`src/rtl/cpu_common_pkg.sv`:
```
// Shared CPU-wide constants and the write-back source numbering.
package cpu_common;

    localparam int unsigned DATA_WIDTH = 8;
    localparam int unsigned NUM_REGS   = 8;

    // Source slot assignment used by the core when wiring write-back producers.
    typedef enum logic [1:0] {
        WB_SRC_IMM = 2'd0,
        WB_SRC_R0  = 2'd1,
        WB_SRC_ALU = 2'd2,
        WB_SRC_MEM = 2'd3
    } wb_src_t;

endpackage

```
`src/rtl/rr_arbiter.sv`:
```
// Round-robin arbiter: the first requester at or after ptr_i (wrapping) wins.
// The winner index is reported even when disabled; the grant is gated by en_i.
module rr_arbiter #(
    parameter int unsigned N = 4,
    localparam int unsigned PW = (N > 1) ? $clog2(N) : 1
) (
    input  logic [N-1:0]  req_i,
    input  logic [PW-1:0] ptr_i,
    input  logic          en_i,
    output logic [N-1:0]  gnt_o,
    output logic [PW-1:0] idx_o
);

    logic          found;
    logic [PW-1:0] cand;

    // Scan from the pointer, keep the first request seen.
    always_comb begin
        gnt_o = '0;
        idx_o = '0;
        found = 1'b0;
        cand  = '0;
        for (int unsigned k = 0; k < N; k++) begin
            cand = PW'((32'(ptr_i) + k) % N);
            if (!found && req_i[cand]) begin
                found = 1'b1;
                idx_o = cand;
            end
        end
        if (en_i && found) begin
            gnt_o[idx_o] = 1'b1;
        end
    end

endmodule

```
`src/rtl/rf_wb_arb.sv`:
```
// Register-file write-back arbiter: round-robin grant into a single-entry
// write buffer that drives the RF write port and a forwarding probe.
module rf_wb_arb #(
    parameter int unsigned NUM_SRC    = 4,
    parameter int unsigned DATA_WIDTH = cpu_common::DATA_WIDTH,
    parameter int unsigned NUM_REGS   = cpu_common::NUM_REGS,
    localparam int unsigned RA_WIDTH  = $clog2(NUM_REGS),
    localparam int unsigned PW        = $clog2(NUM_SRC)
) (
    input  logic                           clk,
    input  logic                           rst,
    input  logic [NUM_SRC-1:0]             src_valid,
    output logic [NUM_SRC-1:0]             src_ready,
    input  logic [NUM_SRC*DATA_WIDTH-1:0]  src_data,
    input  logic [NUM_SRC*RA_WIDTH-1:0]    src_rd,
    input  logic                           wb_stall,
    output logic                           rf_we,
    output logic [RA_WIDTH-1:0]            rf_waddr,
    output logic [DATA_WIDTH-1:0]          rf_wdata,
    input  logic [RA_WIDTH-1:0]            fwd_rd,
    output logic                           fwd_hit,
    output logic [DATA_WIDTH-1:0]          fwd_data
);

    logic                  buf_valid_q, buf_valid_d;
    logic [RA_WIDTH-1:0]   buf_rd_q, buf_rd_d;
    logic [DATA_WIDTH-1:0] buf_data_q, buf_data_d;
    logic [PW-1:0]         rr_ptr_q, rr_ptr_d;

    logic                  can_accept;
    logic                  fire;
    logic [PW-1:0]         win_idx;
    logic [RA_WIDTH-1:0]   win_rd;
    logic [DATA_WIDTH-1:0] win_data;

    // Buffer is empty or retiring this cycle, so a new write fits.
    assign can_accept = !buf_valid_q || !wb_stall;

    rr_arbiter #(
        .N (NUM_SRC)
    ) u_arb (
        .req_i (src_valid),
        .ptr_i (rr_ptr_q),
        .en_i  (can_accept),
        .gnt_o (src_ready),
        .idx_o (win_idx)
    );

    assign fire = |(src_valid & src_ready);

    // One-hot mux of the granted source's payload.
    always_comb begin
        win_rd   = '0;
        win_data = '0;
        for (int unsigned i = 0; i < NUM_SRC; i++) begin
            if (src_ready[i]) begin
                win_rd   = src_rd[i*RA_WIDTH +: RA_WIDTH];
                win_data = src_data[i*DATA_WIDTH +: DATA_WIDTH];
            end
        end
    end

    assign rf_we    = buf_valid_q && !wb_stall;
    assign rf_waddr = buf_rd_q;
    assign rf_wdata = buf_data_q;

    assign fwd_hit  = buf_valid_q && (buf_rd_q == fwd_rd);
    assign fwd_data = buf_data_q;

    // Next state: load on handshake, otherwise empty the buffer when it drains.
    always_comb begin
        buf_valid_d = buf_valid_q;
        buf_rd_d    = buf_rd_q;
        buf_data_d  = buf_data_q;
        rr_ptr_d    = rr_ptr_q;
        if (fire) begin
            buf_valid_d = 1'b1;
            buf_rd_d    = win_rd;
            buf_data_d  = win_data;
            rr_ptr_d    = (32'(win_idx) == NUM_SRC - 1) ? '0 : win_idx + PW'(1);
        end else if (rf_we) begin
            buf_valid_d = 1'b0;
        end
    end

    // State registers with synchronous reset; a pending write is discarded.
    always_ff @(posedge clk) begin
        if (rst) begin
            buf_valid_q <= 1'b0;
            buf_rd_q    <= '0;
            buf_data_q  <= '0;
            rr_ptr_q    <= '0;
        end else begin
            buf_valid_q <= buf_valid_d;
            buf_rd_q    <= buf_rd_d;
            buf_data_q  <= buf_data_d;
            rr_ptr_q    <= rr_ptr_d;
        end
    end

endmodule

```
`config.mk`:
```
export PLATFORM = sky130hd
export DESIGN_NAME = rf_wb_arb
export DESIGN_NICKNAME = d
export VERILOG_FILES = /design/src/rtl/cpu_common_pkg.sv /design/src/rtl/rr_arbiter.sv /design/src/rtl/rf_wb_arb.sv
export SDC_FILE = /design/constraint.sdc
export NUM_CORES = 1
export LEC_CHECK = 0
export ABC_AREA = 1
export BUFFER_PORTS_ARGS = -buffer_cell sky130_fd_sc_hd__buf_2
export CAP_MARGIN = 40
export CORE_AREA = 2 2 68 70
export DETAILED_ROUTE_END_ITERATION = 7
export DIE_AREA = 0 0 70 72
export GPL_TIMING_DRIVEN = 0
export PLACE_DENSITY = 0.74
export SYNTH_ARGS = -nofsm -noshare
export SYNTH_HDL_FRONTEND = slang
export SYNTH_SLANG_ARGS = --single-unit
```
`constraint.sdc`:
```
create_clock -name clk -period 2.49 [get_ports clk]
set_clock_uncertainty 0.05 [all_clocks]
set_input_delay 0.1245 -clock clk [delete_from_list [all_inputs] [get_ports clk]]
set_output_delay 0.1245 -clock clk [all_outputs]
set_load 0.01 [all_outputs]
```
Word level (Yosys, flattened, before mapping)
Index checks and enable logic that the tools add are counted.
{ "totals": {"regBits": 14, "inputBits": 54, "out_inout_bits": 25, "wordCells": 62} }
{ "classes": {"order_cmp": 6, "n_reduce_logical": 15, "muxes": 30, "bitwise": 1, "eq_ne": 2, "n_addsub": 4} }
{ "ops": {"columns": ["operator", "n"], "rows": [
  ["8-bit 2-to-1 mux", 4],
  ["2-bit by 3-bit less-than comparator with 1-bit output, second input constant", 5],
  ["3-bit 2-to-1 mux", 4],
  ["1-bit 2-to-1 mux", 11],
  ["2-bit 2-to-1 mux", 5],
  ["1-bit binary-select mux with 2-bit select", 4],
  ["1-bit logical AND", 7],
  ["1-bit zero test", 5],
  ["2-bit by 1-bit adder with 2-bit output, second input constant", 2],
  ["2-bit adder, second input constant", 2],
  ["4-bit AND", 1],
  ["4-bit 2-to-1 mux", 1],
  ["4-bit OR reduction", 1],
  ["3-bit == test", 1],
  ["1-bit demux with 2-bit select", 1],
  ["2-bit == test, second input constant", 1],
  ["2-bit by 1-bit greater-or-equal comparator with 1-bit output, second input constant", 1],
  ["2-bit nonzero test", 1],
  ["1-bit logical OR", 1]
]} }

Longest topological paths before layout
Gate-level depths: netlist of the first run.
{ "depth": {"depth_word": 21, "ltp_mapped": 19, "mapped_depth_nobuf": 18} }

Hierarchy
Synthesis of the first run repeated with hierarchy kept, for this count alone.
{ "hier_totals": {"cells_unflattened": 283, "area_unflattened_um2": 1525.2} }
{ "by_module_without_submodules": {"columns": ["module", "cells_per_inst", "area_per_inst_um2", "seq_area_each_um2", "n_inst"], "rows": [
  ["rf_wb_arb", 217, 1154.9, 280.3, 1],
  ["rr_arbiter", 66, 370.4, 0.0, 1]
]} }

Worst setup path before layout of the first run
OpenSTA, ideal clock, no wires.
{ "synth_timing": {"path_type": "reg-to-reg", "start": "register rr_ptr_q[0]", "end": "register buf_data_q[0] (netlist: fwd_data[0])", "path_slack_ns": 0.101, "stages_incl_launch_ff": 17, "period_less_slack_ns": 2.389, "t_arrival_ns": 2.227, "setup_time_ns": 0.111, "path_buffers": 1, "required_time_ns": 2.329, "cell_sequence": "dfxtp_1 -> inv_1 -> nand2_1 -> nand2_1 -> nand2_1 -> and2_1 -> nand3b_1 -> o21ai_0 -> ha_1 -> clkbuf_1 -> nor2_1 -> nand4_1 -> nand3_1 -> nand2_1 -> inv_1 -> nor2_1 -> nor2_1"} }
{ "synth_between": {"elab_chain_len": 21, "word_cells_on_any_way": 38, "classes_between": "add/sub: 3; order compare: 2; mux: 23; bitwise: 1; reduce/logical: 9"} }
{ "synth_rtl": {"columns": ["element", "line_no", "text"], "rows": [
  ["start: declaration", "rf_wb_arb.sv:28", "logic [PW-1:0] rr_ptr_q, rr_ptr_d;"],
  ["start signal: assignment", "rf_wb_arb.sv:97", "rr_ptr_q <= rr_ptr_d;"],
  ["parallel branches: the longest is 16 deep, another holds 2-bit by 3-bit less-than comparator with 1-bit output", null, null],
  ["4-bit 2-to-1 mux (*)", "rr_arbiter.sv:30", "if (en_i && found) begin"],
  ["8-bit 2-to-1 mux (4 in series)", "rf_wb_arb.sv:56", "if (src_ready[i]) begin"],
  ["end signal: assignment", "rf_wb_arb.sv:96", "buf_data_q <= buf_data_d;"],
  ["end: declaration", "rf_wb_arb.sv:27", "logic [DATA_WIDTH-1:0] buf_data_q, buf_data_d;"]
]} }
Every way passes the cells marked *. The select of a mux whose other input is x is not followed.
A chain may end at the register's enable or synchronous reset.

Worst setup path after layout of the first run
Ends and elaborated chain as after synthesis.

==> results.toml, run 1 <==
[grt]
grt_max_degree = 11
grt_use_total_pct = 19.40
grt_antenna_before_repair = 0
first_global_vias = 1935
overflow = 0
grt_pass1_wl_mm = 8.155

[critical_path]
max_stage_delay_ns = 0.36
endpoint_kind = "flop"
crit_slowest_cell = "dfxtp_4"
startpoint_type = "flop"
cp_max_fo = 6
rr_worst_depth = 17
ff2ff_setup_slack_ns = -0.03
rr_startpoint = "rr_ptr_q[0]"
r2r_end = "fwd_data[0]"
critical-path-top-delay-family = "simple AND/OR/NAND/NOR gates"
cp.arrival_ns = 2.61
required_ns = 2.58
crit_path_cell_trace = "buf_6, nand2_2, nand2_4, nand2_2, nand2_4, nor2_4, nand3b_1, o2111ai_2, o21ai_4, inv_2, ha_4, nand4_1, nand2_4, buf_4, o21ai_1, nor2_1, nor2_1"
cp_common_cell = "nand2_4"
crit_buf_inv = 3
crit_type = "flop to flop"

[sta]
worst_pin_slew_ns = 0.5752
hold_viol = 0
final.setup.worst_slack_ns = -0.03413
post-route-min-period_ns = 2.524
period_share_pct = 101.4
fmax_mhz = 396.2
slew_viol_final = 0
slew_headroom_pct = 61.65
finalHoldWorstSlack_ns = 0.03266
rsz0062_at_grt = "true"
setup_viol = 11

[detailed_routing]
drc = 0
antenna_left = 0
firstDrtPassIters = 4
viasPerCell = 4.789
avgRoutedWirePerCell_um = 11.48
wl_mm = 5.451
drt_iter0_markers = 111
vias = 2275

[die]
io_pins = 79
initial_core_util_pct = 41.61
core_region_area_um2 = 4264
rows = 24
die_h_um = 72
fp.dieArea_um2 = 5040
dieWidth_um = 70

[power]
peakVddDrop_uv = 703.9
powerDensity_nw_per_um2 = 1535
power.leakage_nw = 1.581

[synthesis]
synth-seq-area-share_pct = 15.80
netlist_area_um2 = 1774
synth_seq_cells = 14
syn_inst = 325
avgSynthCellArea_um2 = 5.459
synth_cell_types = 29
synth_warnings = 0
syn_nets = 383

[clock_network]
cts_tree = "yes"
cts.reportedPaths.clkPinSlew_ns = 0.06
clockRootBuffer = "clkbuf_8"
cts_buffer_depth = 2
cts_sinks = 14
cts_buffers = 3
htree_levels = 1
holdBufCountCts = 0
worst_skew_pair.late_latency_ns = 0.24

[run]
max-cap-violations = 0

[final_layout]
layout.nets = 482
syn_to_final_growth_pct = 52.12
antenna_cells = 0
layout-drive-gt1-share_pct = 40.90
final_cells = 475

[place]
dp_hpwl_mm = 3.804
dp_cells = 455
numPortBuffers = 78
routabilityCongestion = 0.8539

[hold_path]
holdPathStages = 2
holdPathEnd = "rr_ptr_q[0]"
hp-start = "rst"
hp-class = "input port to flop"

[outcome]
violations = "setup timing"
outcome = "complete, but fails checks"
report_power, final:
group / internal [mW] / switching, mW
Combinational: 1.62 / 1.94
Sequential: 0.314 / 0.0591
Clock: 0.140 / 0.0765
area by class of cell:
class	instances	area (µm²)
fillers	400	1565
multi-input cells	213	1234
repair buffers	94	551.8
flip-flops and latches	14	287.8
inverters	70	270.3
plain buffers	28	235.2
well taps	52	65.06
clock buffers	4	55.05
what timing repair did:
action	4_1_cts	5_1_grt
pin swaps	4	23
gates cloned	1	3
setup buffers	5	7
hold endpoints to repair	0	0
setup endpoints to repair	18	18
resized for setup	38	50
metrics by stage:
step                      TNS [ns]  worst slack [ns]  util, %  power, mW  instance area (µm²)
after floorplan                  0            0.1013        -      2.328                 1774
after global placement      -3.422           -0.3282    52.29      2.879                 2230
after detailed placement    -4.640           -0.3939    52.29      2.913                 2230
after CTS                        0          0.004488    57.42      3.516                 2449
after global routing        -2.564           -0.1833    63.29      4.545                 2699
final                      -0.1800          -0.03413    63.29      4.143                 2699
worst reg2reg max path, delay by kind of cell, from the launching register on:
| family | cells | cell delay (ns) |
|---|---|---|
| AND/OR/NAND/NOR | 10 | 1.08 |
| buffers and inverters | 3 | 0.41 |
| AO/OA/AOI/OAI | 3 | 0.36 |
| flip-flops | 1 | 0.36 |
| adder cells (fa/ha/maj) | 1 | 0.18 |
sequential cells by signal, indices dropped and copies added (netlist names):
signal and flops:
buf_valid_q 1, rr_ptr_q 2, fwd_data 8, rf_waddr 3
layout by cell type, fill, tap and decap left out, drive strengths merged:
master | netlist | routed
buf | 18 | 115
nand2 | 88 | 88
inv | 70 | 70
nor2 | 39 | 39
nand4 | 38 | 38
nand3 | 17 | 17
o21ai | 16 | 16
dfxtp | 14 | 14
clkbuf | 10 | 11
ha | 4 | 4
a21oi | 3 | 3
and2 | 1 | 1
nand3b | 1 | 1
o211ai | 1 | 1
o2111ai | 1 | 1
o22ai | 1 | 1
xnor2 | 1 | 1
a211oi | 1 | 1
nor3 | 1 | 1
cells in the mapped netlist, drive strengths merged:
cell type	count	area [µm²]
nand3	17	95.09
ha	4	50.05
o22ai	1	6.260
inv	70	262.8
nor3	1	5.000
clkbuf	10	38.78
o2111ai	1	8.760
and2	1	6.260
xnor2	1	8.760
nand4	38	252.7
nand3b	1	7.510
buf	18	125.1
dfxtp	14	280.3
nor2	39	161.4
a211oi	1	7.510
nand2	88	355.3
a21oi	3	15.01
o21ai	16	80.08
o211ai	1	7.510
cell families (layout without fill, tap and decap cells):
family | after synthesis | count (layout) | synth area share [%]
flops | 14 | 14 | 15.80
compound gates | 23 | 23 | 7.053
buf+inv | 98 | 196 | 24.05
xor+xnor | 1 | 1 | 0.4937
fa+ha+maj | 4 | 4 | 2.821
simple gates | 185 | 185 | 49.79
how the worst max path moves through the flow:
stage	startpoint	slack, ns	cells past startpoint	to
finish	rr_ptr_q[0]	-0.03	17	fwd_data[0]
global route	rr_ptr_q[0]	-0.18	19	rf_waddr[2]
CTS	rr_ptr_q[0]	0.004	17	fwd_data[4]
detailed placement	rr_ptr_q[0]	-0.39	16	fwd_data[1]
global placement	rr_ptr_q[0]	-0.33	16	fwd_data[1]
floorplan	rr_ptr_q[0]	0.10	16	fwd_data[0]
per-layer routing:
layer | global-route usage, % | share of wire (%) | vias to the layer above
li1 | - | - | 1202
met1 | 26.19 | 43 | 973
met2 | 32.06 | 50 | 96
met3 | 1.389 | 6.1 | 4
met4 | 8.547 | 0.73 | 0
met5 | 0 | 0 | -
Note: power is estimated with default switching activity, not from simulation.
==> inputs of run 2 (changes only) <==
--- a/config.mk
+++ b/config.mk
@@ -5,13 +5,11 @@
 export SDC_FILE = /design/constraint.sdc
 export NUM_CORES = 1
 export LEC_CHECK = 0
-export ABC_AREA = 1
 export BUFFER_PORTS_ARGS = -buffer_cell sky130_fd_sc_hd__buf_2
 export CAP_MARGIN = 40
-export CORE_AREA = 2 2 68 70
+export CORE_AREA = 2 2 58 60
 export DETAILED_ROUTE_END_ITERATION = 7
-export DIE_AREA = 0 0 70 72
-export GPL_TIMING_DRIVEN = 0
+export DIE_AREA = 0 0 60 62
 export PLACE_DENSITY = 0.74
 export SYNTH_ARGS = -nofsm -noshare
 export SYNTH_HDL_FRONTEND = slang
==> results.toml, run 2 <==
[outcome]
outcome = "completed"

[final_layout]
antenna_cells = 0
layout-drive-gt1-share_pct = 48.74
seqCellArea_um2 = 280.3
syn_to_final_growth_pct = 41.12
finalInstanceArea_um2 = 1520
layout.nets = 258
largest_reg_flops = 8
final_cell_mix = "buf_2, dfxtp_1, nand2_1"
multi_input_area_um2 = 696.9
n_fill_cell = 339
final_common_cell = "buf_2"

[synthesis]
synthTopCellsByCount = "dfxtp_1, nand2_1, nor2b_1"
avgSynthCellArea_um2 = 8.483
synth_top_cell_by_area = "dfxtp_1"
synth_edf_count = 0
synthSimpleGateAreaFrac_pct = 20.21
synth_mux_area_share_pct = 1.858
syn_inst = 127
synth_cell_types = 27
yosys-top-cells-area = "dfxtp_1, a221oi_1, a22o_1"
ys.flop_type = "dfxtp_1"
synth_fa_ha_area_share_pct = 4.646
synth-seq-area-share_pct = 26.02
synth_top_family_by_area = "compound AO/OA/AOI/OAI gates"
yosysTopAreaCellShare_pct = 26.02
async_flop_share_pct = 0
synth_warnings = 0
syn_nets = 185
netlist_area_um2 = 1077
synth_most_common_cell = "dfxtp_1"
synth_seq_cells = 14
synth_compound_area_share_pct = 34.38
synthXorXnorAreaFrac_pct = 2.439

[place]
dp_hpwl_mm = 2.677
dp_slack_ns = -0.1696
routabilityCongestion = 0.9215
placed_area_um2 = 1461
numPortBuffers = 78

[sta]
slew_viol_final = 0
slew_headroom_pct = 76.37
worst_pin_slew_ns = 0.3544
fmax_mhz = 439.5
final.setup.worst_slack_ns = 0.2145
post-route-min-period_ns = 2.276
hold_viol = 0
setup_viol = 0
rsz0062_at_grt = "false"
period_share_pct = 91.39

[grt]
grt_antenna_before_repair = 0
overflow = 0
grt_max_degree = 24
grt_use_total_pct = 17.24
grt_pass1_wl_mm = 4.843
first_global_vias = 1072

[clock_network]
post_cts_buffers = 0
cts_buffer_depth = 2
cts_sinks = 14
worst_skew_pair.late_latency_ns = 0.28
cts_tree = "yes"
htree_levels = 1
clockRootBuffer = "clkbuf_4"
cts_buffers = 3
cts.reportedPaths.clkPinSlew_ns = 0.09

[critical_path]
endpoint_kind = "flop"
cp_max_fo = 11
rr_worst_depth = 9
startpoint_type = "flop"
critPathLaunch = "rr_ptr_q[1]"
rr_startpoint = "rr_ptr_q[1]"
required_ns = 2.67
r2r_end = "fwd_data[2]"
crit_type = "flop to flop"
crit_end = "fwd_data[2]"
ff2ff_setup_slack_ns = 0.21
cp.arrival_ns = 2.45

[die]
core_region_area_um2 = 3179
rows = 21
initial_core_util_pct = 33.88
dieWidth_um = 60
fp.dieArea_um2 = 3720
die_h_um = 62
io_pins = 79

[power]
power.leakage_nw = 0.7496
sw_frac_of_total_pct = 41.73
peakVddDrop_uv = 272.7
netSwitchingPower_mw = 0.5250
pwr-share-clk_pct = 13.3
pwr-share-comb_pct = 59.0
powerDensity_nw_per_um2 = 827.7
internal_power_mw = 0.7332
p_seq_share_pct = 27.7

[detailed_routing]
drc = 0
wl_mm = 3.302
drt_iter0_markers = 30
vias = 1230
viasPerCell = 5.020
antenna_left = 0
avgRoutedWirePerCell_um = 13.48
firstDrtPassIters = 5

[hold_path]
hp-class = "input port to flop"

[run]
max-cap-violations = 0
==> run 2: cell count changes after synthesis, moves of 6 or more <==
cell      delta
o21ai_0      -6
nand4_1     -37
inv_1       -66
nand3_1     -15
a221oi_1    +11
nor2b_1     +13
o21ai_1     -10
o31ai_1     +11
nand2_2      -7
a22o_1      +11
nand2_1     -67
nor2_1      -31
==> run 2: layer usage <==
| layer | vias up | global-route usage (%) | wire [µm] |
|---|---|---|---|
| met3 | 6 | 1.449 | 134 |
| met1 | 568 | 24.06 | 1470 |
| li1 | 612 | - | - |
| met5 | - | 0 | 0 |
| met4 | 0 | 7.619 | 55 |
| met2 | 44 | 27.17 | 1642 |
==> run 2: worst min path at each step <==
stage | cells after the start | slack, ns | end | from
2_1_floorplan | 1 | 0.15 | buf_valid_q | rst
3_3_place_gp | 2 | 0.30 | buf_valid_q | rst
3_5_place_dp | 2 | 0.30 | buf_valid_q | rst
4_1_cts | 4 | 0.11 | fwd_data[5] | src_data[29]
5_1_grt | 4 | 0.12 | fwd_data[5] | src_data[29]
6_report | 4 | 0.11 | fwd_data[0] | src_data[24]
==> run 2: kinds of logic after synthesis <==
| family | after synthesis |
|---|---|
| flip-flops | 14 |
| XOR/XNOR | 3 |
| adder cells (fa/ha/maj) | 4 |
| AO/OA/AOI/OAI | 44 |
| buffers and inverters | 19 |
| AND/OR/NAND/NOR | 41 |
| multiplexers | 2 |
==> run 2: area by class of cell <==
| class | instances | area share, % |
|---|---|---|
| multi-input combinational | 94 | 45.84 |
| timing repair buffer | 84 | 28.81 |
| sequential | 14 | 18.44 |
| tap | 46 | 3.786 |
| clock buffer | 4 | 2.387 |
| inverter | 3 | 0.7407 |
==> run 2: repair_timing <==
item	4_1_cts	5_1_grt
hold buffers	1	0
hold endpoints to repair	2	0
setup endpoints to repair	11	13
gates resized for setup	1	2
==> run 2: power groups by stage <==
stage | Combinational (mW) | Sequential, mW | Clock, mW
floorplan | 0.512 | 0.364 | 0
global placement | 0.714 | 0.353 | 0
detailed placement | 0.725 | 0.354 | 0
CTS | 0.730 | 0.349 | 0.169
global route | 0.822 | 0.359 | 0.184
finish | 0.743 | 0.348 | 0.168
==> run 2: metrics by stage <==
stage	hold slack, ns	std cells	power [mW]	utilization (%)	setup TNS, ns
final	0.1127	245	1.258	47.82	0
after global routing	0.1210	245	1.365	47.82	0
after CTS	0.1114	245	1.248	47.50	0
after detailed placement	0.2972	240	1.079	45.97	-0.3735
after global placement	0.2992	240	1.067	45.97	-0.1086
after floorplan	0.1469	127	0.8758	-	0
==> run 2: critical path: stages (launching register included) <==
cell and delay [ns]:
dfxtp_1 0.43, a21oi_1 0.09, o21a_1 0.17, o22a_1 0.23, inv_1 0.09, ha_1 0.21, nor2b_4 0.30, a221oi_1 0.12
o31ai_1 0.35, a22o_1 0.17
==> inputs of run 3 (changes only) <==
--- a/config.mk
+++ b/config.mk
@@ -5,12 +5,13 @@
 export SDC_FILE = /design/constraint.sdc
 export NUM_CORES = 1
 export LEC_CHECK = 0
+export ABC_AREA = 1
 export BUFFER_PORTS_ARGS = -buffer_cell sky130_fd_sc_hd__buf_2
 export CAP_MARGIN = 40
-export CORE_AREA = 2 2 58 60
+export CORE_AREA = 2 2 70 72
 export DETAILED_ROUTE_END_ITERATION = 7
-export DIE_AREA = 0 0 60 62
-export PLACE_DENSITY = 0.74
+export DIE_AREA = 0 0 72 74
+export PLACE_DENSITY = 0.71
 export SYNTH_ARGS = -nofsm -noshare
 export SYNTH_HDL_FRONTEND = slang
 export SYNTH_SLANG_ARGS = --single-unit
==> results.toml, run 3 (same netlist as run 1, synthesis figures left out) <==
[final_layout]
seqCellArea_um2 = 287.8
layout-drive-gt1-share_pct = 36.89
largest_reg_flops = 8
final_cells = 466
syn_to_final_growth_pct = 44.36
final_cell_mix = "buf_2, nand2_1, inv_1"
finish.utilization_pct = 55.70
n_fill_cell = 479
layout.nets = 472
antenna_cells = 0
multi_input_area_um2 = 1169
final_common_cell = "buf_2"

[clock_network]
clockRootBuffer = "clkbuf_8"
cts.reportedPaths.clkPinSlew_ns = 0.06
holdBufCountCts = 0
htree_levels = 1
cts_buffer_depth = 2
cts_buffers = 3
cts_sinks = 14
worst_skew_pair.late_latency_ns = 0.24
cts_tree = "yes"

[power]
sw_frac_of_total_pct = 50.63
powerDensity_nw_per_um2 = 1513
pwr-share-comb_pct = 85.7
netSwitchingPower_mw = 1.962
internal_power_mw = 1.913
power.leakage_nw = 1.525
peakVddDrop_uv = 641.2
p_seq_share_pct = 9.7
pwr-share-clk_pct = 4.7
p_total_mw = 3.875

[detailed_routing]
drt_iter0_markers = 101
wl_mm = 5.310
antenna_left = 0
viasPerCell = 4.768
vias = 2222
firstDrtPassIters = 4
avgRoutedWirePerCell_um = 11.39
drc = 0

[die]
fp.dieArea_um2 = 5328
dieWidth_um = 72
initial_core_util_pct = 38.59
rows = 25
die_h_um = 74
core_region_area_um2 = 4598
io_pins = 79

[sta]
hold_viol = 0
slew_headroom_pct = 75.14
post-route-min-period_ns = 2.514
period_share_pct = 101.0
worst_pin_slew_ns = 0.3729
final.setup.tns_ns = -0.03353
rsz0062_at_grt = "true"
slew_viol_final = 0
finalHoldWorstSlack_ns = 0.01808
setup_viol = 2
fmax_mhz = 397.8
final.setup.worst_slack_ns = -0.02385

[grt]
grt_use_total_pct = 18.97
grt_pass1_wl_mm = 8.135
first_global_vias = 1824
grt_antenna_before_repair = 0
grt_max_degree = 39
overflow = 0

[critical_path]
cp_common_cell = "nand2_2"
crit_buf_inv = 5
crit_path_cell_trace = "buf_6, nand2_2, nand2_2, nand2_1, nand2_2, nor2_4, nand3b_1, o2111ai_2, o21ai_4, inv_2, ha_4, nand3_1, buf_6, inv_1, buf_2"
max_stage_delay_ns = 0.36
critical-path-top-delay-family = "simple AND/OR/NAND/NOR gates"
crit_slowest_cell = "dfxtp_4"
cp_max_fo = 8
startpoint_type = "flop"
crit_type = "flop to output pin"
required_ns = 2.32
endpoint_kind = "output pin"
ff2ff_setup_slack_ns = 0.03
cp.arrival_ns = 2.34

[hold_path]
hp-class = "input port to flop"

[place]
routabilityCongestion = 0.8669
dp_cells = 456
dp_hpwl_mm = 3.924
numPortBuffers = 78

[outcome]
violations = "setup timing"
outcome = "complete, but fails checks"

[run]
max-cap-violations = 0
run 3: power by group through the flow:
stage / Combinational [mW] / Sequential [mW] / Clock (mW)
after floorplan: 1.94 / 0.386 / 0
after CTS: 2.87 / 0.364 / 0.186
after detailed placement: 2.80 / 0.368 / 0
after global placement: 2.78 / 0.365 / 0
final: 3.32 / 0.374 / 0.180
after global routing: 3.71 / 0.386 / 0.195
run 3: worst paths after layout:
kind,start,end,cells past startpoint
max,rr_ptr_q[0],src_ready[2],15
max reg2reg,rr_ptr_q[0],fwd_data[1],18
min,rst,buf_valid_q,2
min reg2reg,fwd_data[6],fwd_data[6],4
run 3: stage by stage:
stage	setup slack [ns]	area, µm²
after global routing	-0.1357	2561
final	-0.02385	2561
after floorplan	0.1013	1774
after global placement	-0.06062	2296
after detailed placement	-0.1421	2296
after CTS	-0.03266	2364
run 3: final cells by class:
cell class                      instances  share of cell area (%)
Multi-Input combinational cell        213                   45.63
Timing Repair Buffer                  112                   28.24
Sequential cell                        14                   11.24
Inverter                               70                   10.65
Tap cell                               54                   2.638
Clock buffer                            3                   1.612
run 3: timing repair:
item | in CTS | in global routing
buffers inserted | 0 | 5
resized for setup | 11 | 35
endpoints found under the setup margin | 18 | 18
pin swaps | 0 | 13
endpoints found under the hold margin | 0 | 0
gates cloned | 0 | 2
run 3: metal layers:
layer	up-vias	GRT usage (%)	routed length, µm
met5	-	0	0
met4	0	6.080	38
met3	2	2.033	264
met2	63	29.84	2479
met1	972	27.30	2528
li1	1185	-	-
